$ cat config.mk
export PLATFORM = sky130hd
export DESIGN_NAME = mcpu5_host
export DESIGN_NICKNAME = d
export VERILOG_FILES = /design/src/rtl/mcpu5_pkg.sv /design/src/rtl/mcpu5_prog_ram.sv /design/src/rtl/mcpu5_host.sv
export SDC_FILE = /design/constraint.sdc
export NUM_CORES = 1
export LEC_CHECK = 0
export CORE_MARGIN = 4
export CORE_UTILIZATION = 60
export DETAILED_ROUTE_END_ITERATION = 7
export PLACE_DENSITY = 0.76
export SYNTH_ARGS = -nofsm -noshare
export SYNTH_HDL_FRONTEND = slang
export SYNTH_SLANG_ARGS = --single-unit
$ cat constraint.sdc
create_clock -name clk -period 3.65 [get_ports clk]
set_clock_uncertainty 0.2 [all_clocks]
set_input_delay 0.9125 -clock clk [delete_from_list [all_inputs] [get_ports clk]]
set_output_delay 0.9125 -clock clk [all_outputs]
set_load 0.01 [all_outputs]
$ cat src/rtl/mcpu5_pkg.sv
// Shared definitions for the MCPU5 host driver: core opcodes and the host state encoding.
package mcpu5_pkg;

  localparam logic [5:0] OP_OUT = 6'b111001;
  localparam logic [1:0] OP_LDI = 2'b01;
  localparam logic [1:0] OP_JCC = 2'b00;
  localparam logic [2:0] OP_ADD = 3'b100;
  localparam logic [2:0] OP_STA = 3'b101;
  localparam logic [5:0] OP_NOT = 6'b111000;

  typedef enum logic [1:0] {
    ST_RST   = 2'd0,
    ST_HIGH  = 2'd1,
    ST_LOW   = 2'd2,
    ST_STALL = 2'd3
  } host_state_t;

endpackage

$ cat src/rtl/mcpu5_prog_ram.sv
// 256x6 program store: synchronous write, asynchronous read, contents survive reset.
module mcpu5_prog_ram (
  input  logic       clk,
  input  logic       we,
  input  logic [7:0] waddr,
  input  logic [5:0] wdata,
  input  logic [7:0] raddr,
  output logic [5:0] rdata
);

  logic [5:0] mem [256];

  always_ff @(posedge clk) begin
    if (we) mem[waddr] <= wdata;
  end

  assign rdata = mem[raddr];

endmodule

$ cat src/rtl/mcpu5_host.sv
// Host side of the MCPU5 core: generates core clock/reset, feeds instructions
// from the program RAM and captures OUT results into a one-entry buffer.
module mcpu5_host
  import mcpu5_pkg::*;
#(
  parameter int HALF       = 4,
  parameter int RST_CYCLES = 2
) (
  input  logic        clk,
  input  logic        rst_n,
  input  logic        run,
  input  logic        prog_we,
  input  logic [7:0]  prog_addr,
  input  logic [5:0]  prog_data,
  output logic        cpu_clk,
  output logic        cpu_rst,
  output logic [5:0]  cpu_inst,
  input  logic [7:0]  cpu_out,
  output logic        out_valid,
  output logic [7:0]  out_data,
  input  logic        out_ready,
  output logic [7:0]  pc_mon,
  output host_state_t state_mon
);

  localparam int CW = $clog2(HALF);
  localparam int RW = $clog2(RST_CYCLES + 1);
  localparam logic [CW-1:0] CNT_LAST  = CW'(HALF - 1);
  localparam logic [CW-1:0] CNT_FETCH = CW'(HALF - 2);
  localparam logic [RW-1:0] RST_LAST  = RW'(RST_CYCLES);

  host_state_t   state_q, state_d;
  logic [CW-1:0] cnt_q, cnt_d;
  logic [RW-1:0] edges_q, edges_d;
  logic          clk_d, rst_d;
  logic          cap_q, cap_d;
  logic          load;
  logic          out_pending;
  logic [5:0]    inst_d;
  logic [5:0]    ram_rdata;
  logic [7:0]    pc_d;

  assign state_mon   = state_q;
  // cap_q marks that this low phase's OUT word is already taken, so a frozen
  // LOW (run=0) or the exit from STALL never captures the same word twice.
  assign out_pending = (cpu_inst == OP_OUT) && !cap_q;

  mcpu5_prog_ram u_ram (
    .clk   (clk),
    .we    (prog_we),
    .waddr (prog_addr),
    .wdata (prog_data),
    .raddr (cpu_out),
    .rdata (ram_rdata)
  );

  always_comb begin
    state_d = state_q;
    cnt_d   = cnt_q;
    edges_d = edges_q;
    clk_d   = cpu_clk;
    rst_d   = cpu_rst;
    inst_d  = cpu_inst;
    pc_d    = pc_mon;
    cap_d   = cap_q;
    load    = 1'b0;
    case (state_q)
      ST_RST: begin
        cnt_d = cnt_q + CW'(1);
        if (cnt_q == CNT_LAST) begin
          cnt_d = '0;
          clk_d = ~cpu_clk;
          if (!cpu_clk) begin
            edges_d = edges_q + RW'(1);
          end else if (edges_q == RST_LAST) begin
            rst_d   = 1'b0;
            state_d = ST_LOW;
          end
        end
      end
      ST_HIGH: begin
        cnt_d = cnt_q + CW'(1);
        if (cnt_q == CNT_FETCH) begin
          pc_d   = cpu_out;
          inst_d = ram_rdata;
        end
        if (cnt_q == CNT_LAST) begin
          cnt_d   = '0;
          clk_d   = 1'b0;
          state_d = ST_LOW;
        end
      end
      ST_LOW: begin
        if (cnt_q != CNT_LAST) begin
          cnt_d = cnt_q + CW'(1);
        end else if (out_pending && out_valid && !out_ready) begin
          state_d = ST_STALL;
        end else begin
          if (out_pending) begin
            load  = 1'b1;
            cap_d = 1'b1;
          end
          if (run) begin
            state_d = ST_HIGH;
            clk_d   = 1'b1;
            cnt_d   = '0;
            cap_d   = 1'b0;
          end
        end
      end
      ST_STALL: begin
        if (out_ready) begin
          load    = 1'b1;
          cap_d   = 1'b1;
          state_d = ST_LOW;
        end
      end
      default: state_d = ST_RST;
    endcase
  end

  always_ff @(posedge clk) begin
    if (!rst_n) begin
      state_q  <= ST_RST;
      cnt_q    <= '0;
      edges_q  <= '0;
      cpu_clk  <= 1'b0;
      cpu_rst  <= 1'b1;
      cpu_inst <= '0;
      pc_mon   <= '0;
      cap_q    <= 1'b0;
    end else begin
      state_q  <= state_d;
      cnt_q    <= cnt_d;
      edges_q  <= edges_d;
      cpu_clk  <= clk_d;
      cpu_rst  <= rst_d;
      cpu_inst <= inst_d;
      pc_mon   <= pc_d;
      cap_q    <= cap_d;
    end
  end

  // Output handshake: a word moves on any clk edge where out_valid & out_ready;
  // a capture in that same cycle refills the buffer, otherwise it empties.
  always_ff @(posedge clk) begin
    if (!rst_n) begin
      out_valid <= 1'b0;
      out_data  <= '0;
    end else if (load) begin
      out_valid <= 1'b1;
      out_data  <= cpu_out;
    end else if (out_valid && out_ready) begin
      out_valid <= 1'b0;
    end
  end

endmodule

==> impl_results.md <==
- Outcome: complete, no violations
- Fin util: 0.701
- Peak supply drop: around 0.00054 V
- Vias in the first global route: between 30,000 and 40,000
- Leakage power: between 0.02 and 0.025 uW
- RR Startpoint: state_mon[0]$_SDFFE_PN0P_
- Die height: approximately 330 um
- Pins Over Slew Limit: 0
- Max Clock Freq: between 300 and 400 MHz
- Synth warn: 0
- Asr flop ratio synth: 0
- DR vias: roughly 33,000
- Clock buffer count from CTS: 150
- MaxCap Viol Count: 0
- Most common flop cell mapped by yosys: edfxtp_1
- Critical-path cell list: clkdlybuf4s50_1 > nor2b_1 > nand3_1 > buf_12 > nor2_1
- Worst Hold Class: flip-flop to flip-flop
- CP max FO: 11
- Post-CTS Setup Repair Bufs: 0
- Post-synthesis cell area: a little over 0.06 mm^2
- Number of I/O port buffers: between 50 and 60
- I/O pin cnt: 54
- GPL Wtd Cong: slightly above 0.9
- Crit path DAT: 3330 ps
- Worst-margin pin slew: 1260 ps
- Cells after Synth: between 2,000 and 3,000
- HPWL Detailed: roughly 100,000 um
- Gr ovfl total: 0
- Synth area leaders: edfxtp_1 (75%), mux4_2 (14%), nor2_1 (1.7%), mux2i_1 (1.7%), dfxtp_1 (1.0%)
- Die Footprint: around 0.11 mm^2
- Share of cells above drive strength 1: 0.296
- Leading area contributor after synthesis: edfxtp_1
- CTS tree: built
- Critical Path Source: prog_addr[3]
- Die Wd: about 330 um
- Reg area: 0.0468 mm^2
- Final setup viols: 0
- Power Density: approximately 520 mW/mm^2
- CTS root buffer: clkbuf_16
- Rows: 117
- Synth cell types: slightly below 60
- First-pass GRT wire length: between 200,000 and 250,000 um
- Slowest stage delay, CP: roughly 780 ps
- Post-Route WL: roughly 160,000 um
- Area Overhead vs Synth: 16.1%
- DR WL/cell: about 32 um
- Post_cts resized: 0
- Worst slew margin: 0.160
- Post-route clock period utilization: 0.859
- Slowest stage cell, crit path: clkdlybuf4s50_1
- Initial antenna violation count: 5
- Synth Net Count: ~3,000
- Final Hold Fails: 0
- GRT Total Usage: 0.299
- CTS Sinks: between 1,500 and 2,000
- Reg clk slew, reported paths: 60 ps
- Critical Path End Type: flip-flop
- Final worst path period need: between 3000 and 4000 ps
- EDFF count, synth: about 1,500
- Largest net degree at the start of global routing: 94
- Clk Latency, worst-skew pair: just under 800 ps
- Core region area: between 0.1 and 0.15 mm^2
- ANT nets after route: 0
- Post-synthesis average cell area: a little over 20 um^2
- Hold path start: out_data[4]$_SDFFE_PN0P_
- First DRT Iteration DRCs: ~4,600
- RSZ-0062 raised after global routing: no
- Final Net Count: 3,462
- Sequential-to-total area share from yosys stat: 0.761
- Yosys reg bits: ~1,600
- Startpoint types: primary input
- Yosys top cell area share: 0.751
- Post-CTS Hold Fix Bufs: 0
- DRC Markers: 0
- H-tree levels: 4
- Fillcell total: 5,856
- Effective utilization at floorplan: 0.604
- Worst Path Required: 3850 ps
- CTS max path bufs: 3
- Worst Path Class, Setup: primary input to flip-flop
- FF-to-FF setup slack: 900 ps
- Drt first pass iters: 8
- Area of the multi-input gates: between 0.01 and 0.015 mm^2
- Hold WS: 265 ps
- Drt via density: 6.70
[area by class of cell]
type / instances / share of cell area
multi-input cells: 1212 / 0.191
clock inverters: 83 / 0.0104
clock buffers: 185 / 0.0557
diodes: 5 / 0.000175
inverters: 14 / 0.000807
well taps: 1368 / 0.0240
repair buffers: 481 / 0.0619
flip-flops and latches: 1568 / 0.656
[kinds of logic after synthesis]
kind of cell    after synthesis  synth area share
flops                      1568             0.761
mux                         507             0.162
simple gates                486            0.0335
compound gates              210            0.0246
buf+inv                     196            0.0164
fa+ha+maj                     8           0.00163
xor+xnor                      1          0.000143
[layer usage]
layer,vias up,part of all wire,track usage
li1,13200,-,-
met1,16800,0.34,0.398
met2,2458,0.48,0.472
met3,456,0.12,0.0792
met4,2,0.052,0.138
met5,-,0.00013,0
[stage by stage]
step | setup TNS [ps] | instances | setup WS, ps | instance area, um^2 | total power, uW
2_1_floorplan | 0 | 2976 | 342 | 61400 | 21200
3_5_place_dp | -3050 | 4643 | -140 | 66600 | 22100
3_3_place_gp | -196 | 4643 | -85.8 | 66600 | 22100
6_report | 0 | 4916 | 516 | 71300 | 36800
4_1_cts | 0 | 4911 | 631 | 71300 | 36900
5_1_grt | 0 | 4911 | 458 | 71300 | 37800
[Yosys cell counts, drive strengths merged, types with 13 or more instances]
cell type and number:
buf 96, nand3 45, inv 14, mux2i 105
edfxtp 1536, o221ai 41, a211oi 18, nor2 285
a21oi 32, mux4 390, nor2b 14, nand2 85
and2 13, o22ai 38, nand4 17, dfxtp 32
clkbuf 86, o21ai 13
[power by group]
part	switching (uW)	internal, uW	total (uW)
clock	6490	8510	15000
combinational	1200	786	1980
sequential	16.7	19800	19800
total	7700	29100	36800
[placed cells by master (no fill, tap or decap), drive strengths merged, types with 3 or more instances in the layout]
cell type and n:
a22oi 10, nor2b 14, mux2 12, dfxtp 32, a22o 6, nand2 85, and2 13, inv 19
o21ai 13, clkinv 60, ha 8, o31ai 10, nand4 17, a211o 3, nor2 285, a32oi 3
mux2i 105, clkinvlp 7, buf 439, a311oi 4, mux4 390, nor3 8, nand3 45, o311ai 6
a211oi 18, a31oi 5, o221ai 41, a21oi 32, edfxtp 1536, bufinv 11, diode 5, or2 3
clkdlybuf4s50 42, a221oi 3, a2111oi 5, nand2b 8, clkbuf 185, o22ai 38
[path summary, 6_finish.rpt]
path | endpoint | cells after the start
setup / recovery | u_ram.mem[250][2]$_DFFE_PP_ | 5
hold reg to reg | out_data[4]$_SDFFE_PN0P_ | 2
setup reg to reg | cpu_inst[1]$_SDFFE_PN0P_ | 6
hold / removal | out_data[4]$_SDFFE_PN0P_ | 2
[worst max-delay path: cells and delay by family]
kind,cells,cell delay (ps)
simple gates,3,1330
buf+inv,2,1060
[registers in the layout, indices dropped and copies added, names as in the netlist]
signal,count
cap_q,1
cnt_q,2
cpu_clk,1
cpu_inst,6
cpu_rst,1
edges_q,2
out_data,8
out_valid,1
pc_mon,8
state_mon,2
u_ram.mem,1536
(Power assumes the default switching activity.)
==> RTL change, RTL diff (config.mk and constraints unchanged) <==
Set the parameter `HALF` to 2 (it was 4).
--- a/src/rtl/mcpu5_host.sv
+++ b/src/rtl/mcpu5_host.sv
@@ -3,7 +3,7 @@
 module mcpu5_host
   import mcpu5_pkg::*;
 #(
-  parameter int HALF       = 4,
+  parameter int HALF       = 2,
   parameter int RST_CYCLES = 2
 ) (
   input  logic        clk,
Function: changed (Yosys sat finds a counterexample within 4 cycles, from zero or initial values and one cycle with rst_n low).
==> RTL change against the unedited design <==
  * Area after synthesis grew 0.57%
  * Synthesized cell count is 8.6% higher
  * Die area is 0.56% higher
  * Design area is 0.39% lower
  * Total power grew 1.1%
  * Count of clock-buffer cells in the layout up 15
  * Routed wire length is 1.9% lower
  * Clock power is 3% higher
  * Sequential cell count shrank 1
  * Setup slack got worse by 0.25 ns
  * Critical path type unchanged
  * Largest power group unchanged
==> RTL change: results <==
group,metric,value,unit
run_status,outcome,"completed",
worst_setup_path,rr_worst_depth,8,
power,power-per-cell-area,524,mW/mm^2
final_layout,final_nets,3625,
worst_setup_path,critical-path-top-delay-family,"buffers and inverters",
hold_path,hp-class,"reg -> reg",
route,wl_met2,73.8,mm
power,power.switching,7770,uW
worst_setup_path,reg2reg_slack,0.85,ns
worst_setup_path,startpoint,"cpu_out[5]",
worst_setup_path,timing.rr.end,"out_data[0]$_SDFFE_PN0P_",
global_route,grt_max_degree,105,
power,clock_power,15400,uW
placed_design,placed_cell_area,0.0662,mm^2
logic_synthesis,synth_cells,3233,
hold_path,worstHoldStart,"pc_mon[7]$_SDFFE_PN0P_",
route,wl_met3,17.7,mm
global_route,grt_pass1_wl,229,mm
final_layout,area_growth,15.0,%
placed_design,place.gp.congestion,0.973,
placed_design,dp_cells,4805,
global_route,use_met1,40.9,%
logic_synthesis,synth_common_cells,"1,536 x edfxtp_1, 313 x nor2_1, 277 x mux4_2, 237 x mux2i_1, 110 x nand2_1",
worst_setup_path,crit_end,"cpu_inst[0]$_SDFFE_PN0P_",
placed_design,dpl_worst_slack,-0.330,ns
power,power_leakage,0.0232,uW
sta,worst_pin_slew,0.871,ns
final_layout,num-fill-cells,5999,
sta,timing.hold.ws,0.265,ns
route,wl_met1,56.5,mm
route,wl,155,mm
global_route,grt_usage,29.0,%
worst_setup_path,timing.rr.start,"cpu_inst[4]$_SDFFE_PN0P_",
logic_synthesis,synth_edf_count,1536,
global_route,antenna_found_initial,6,
route,drtPass1Iterations,8,
route,drt_iter0_markers,4993,
final_layout,post_layout_nonfiller_instances,5081,
global_route,grt_pass1_vias,34100,
clock_network,numCtsBuffers,153,
sta,fin_crit_sh,92.7,%
logic_synthesis,yosys-top-cells-area,"edfxtp_1 75%, mux4_2 10%, mux2i_1 3.8%, nor2_1 1.9%, dfxtp_1 1.0%",
route,via_per_inst,6.72,
logic_synthesis,yosysUniqueCellTypes,55,
logic_synthesis,synth_nets,3266,
power,vdd_drop_max,0.496,mV
worst_setup_path,path_max_fanout,6,
-- RTL change: cell count changes after synthesis, moves of 12 or more --
cell      delta
mux2i_1    +132
mux4_2     -113
a22oi_1     +65
o22ai_1     +29
nor2_1      +28
nand2_1     +25
a21oi_1     +23
nor3_1      +17
o21ai_0     +17
buf_1       -16
and3_1      +14
o211ai_1    +13
mux2_2      -12
-- RTL change: cells by family (layout without fill, tap and decap cells) --
kind of cell	Yosys count	after routing	synth area share, %
AOI/OAI and AO/OA	360	360	4.09
xor gates and xnor gates	1	1	0.0142
DFF	1567	1567	75.7
buffers and inverters	216	693	2.26
and+or+nand+nor	569	569	3.91
adders and majority gates	6	6	0.122
other	0	3	0
muxes	514	514	13.9
-- RTL change: area by class of cell --
type                    instances  area share, %
diodes                          3         0.0106
clock buffers                 200           5.88
clock inverters                73          0.978
inverters                      12         0.0634
multi-input cells            1450           19.2
flip-flops and latches       1567           65.8
well taps                    1368           2.41
repair buffers                408           5.66
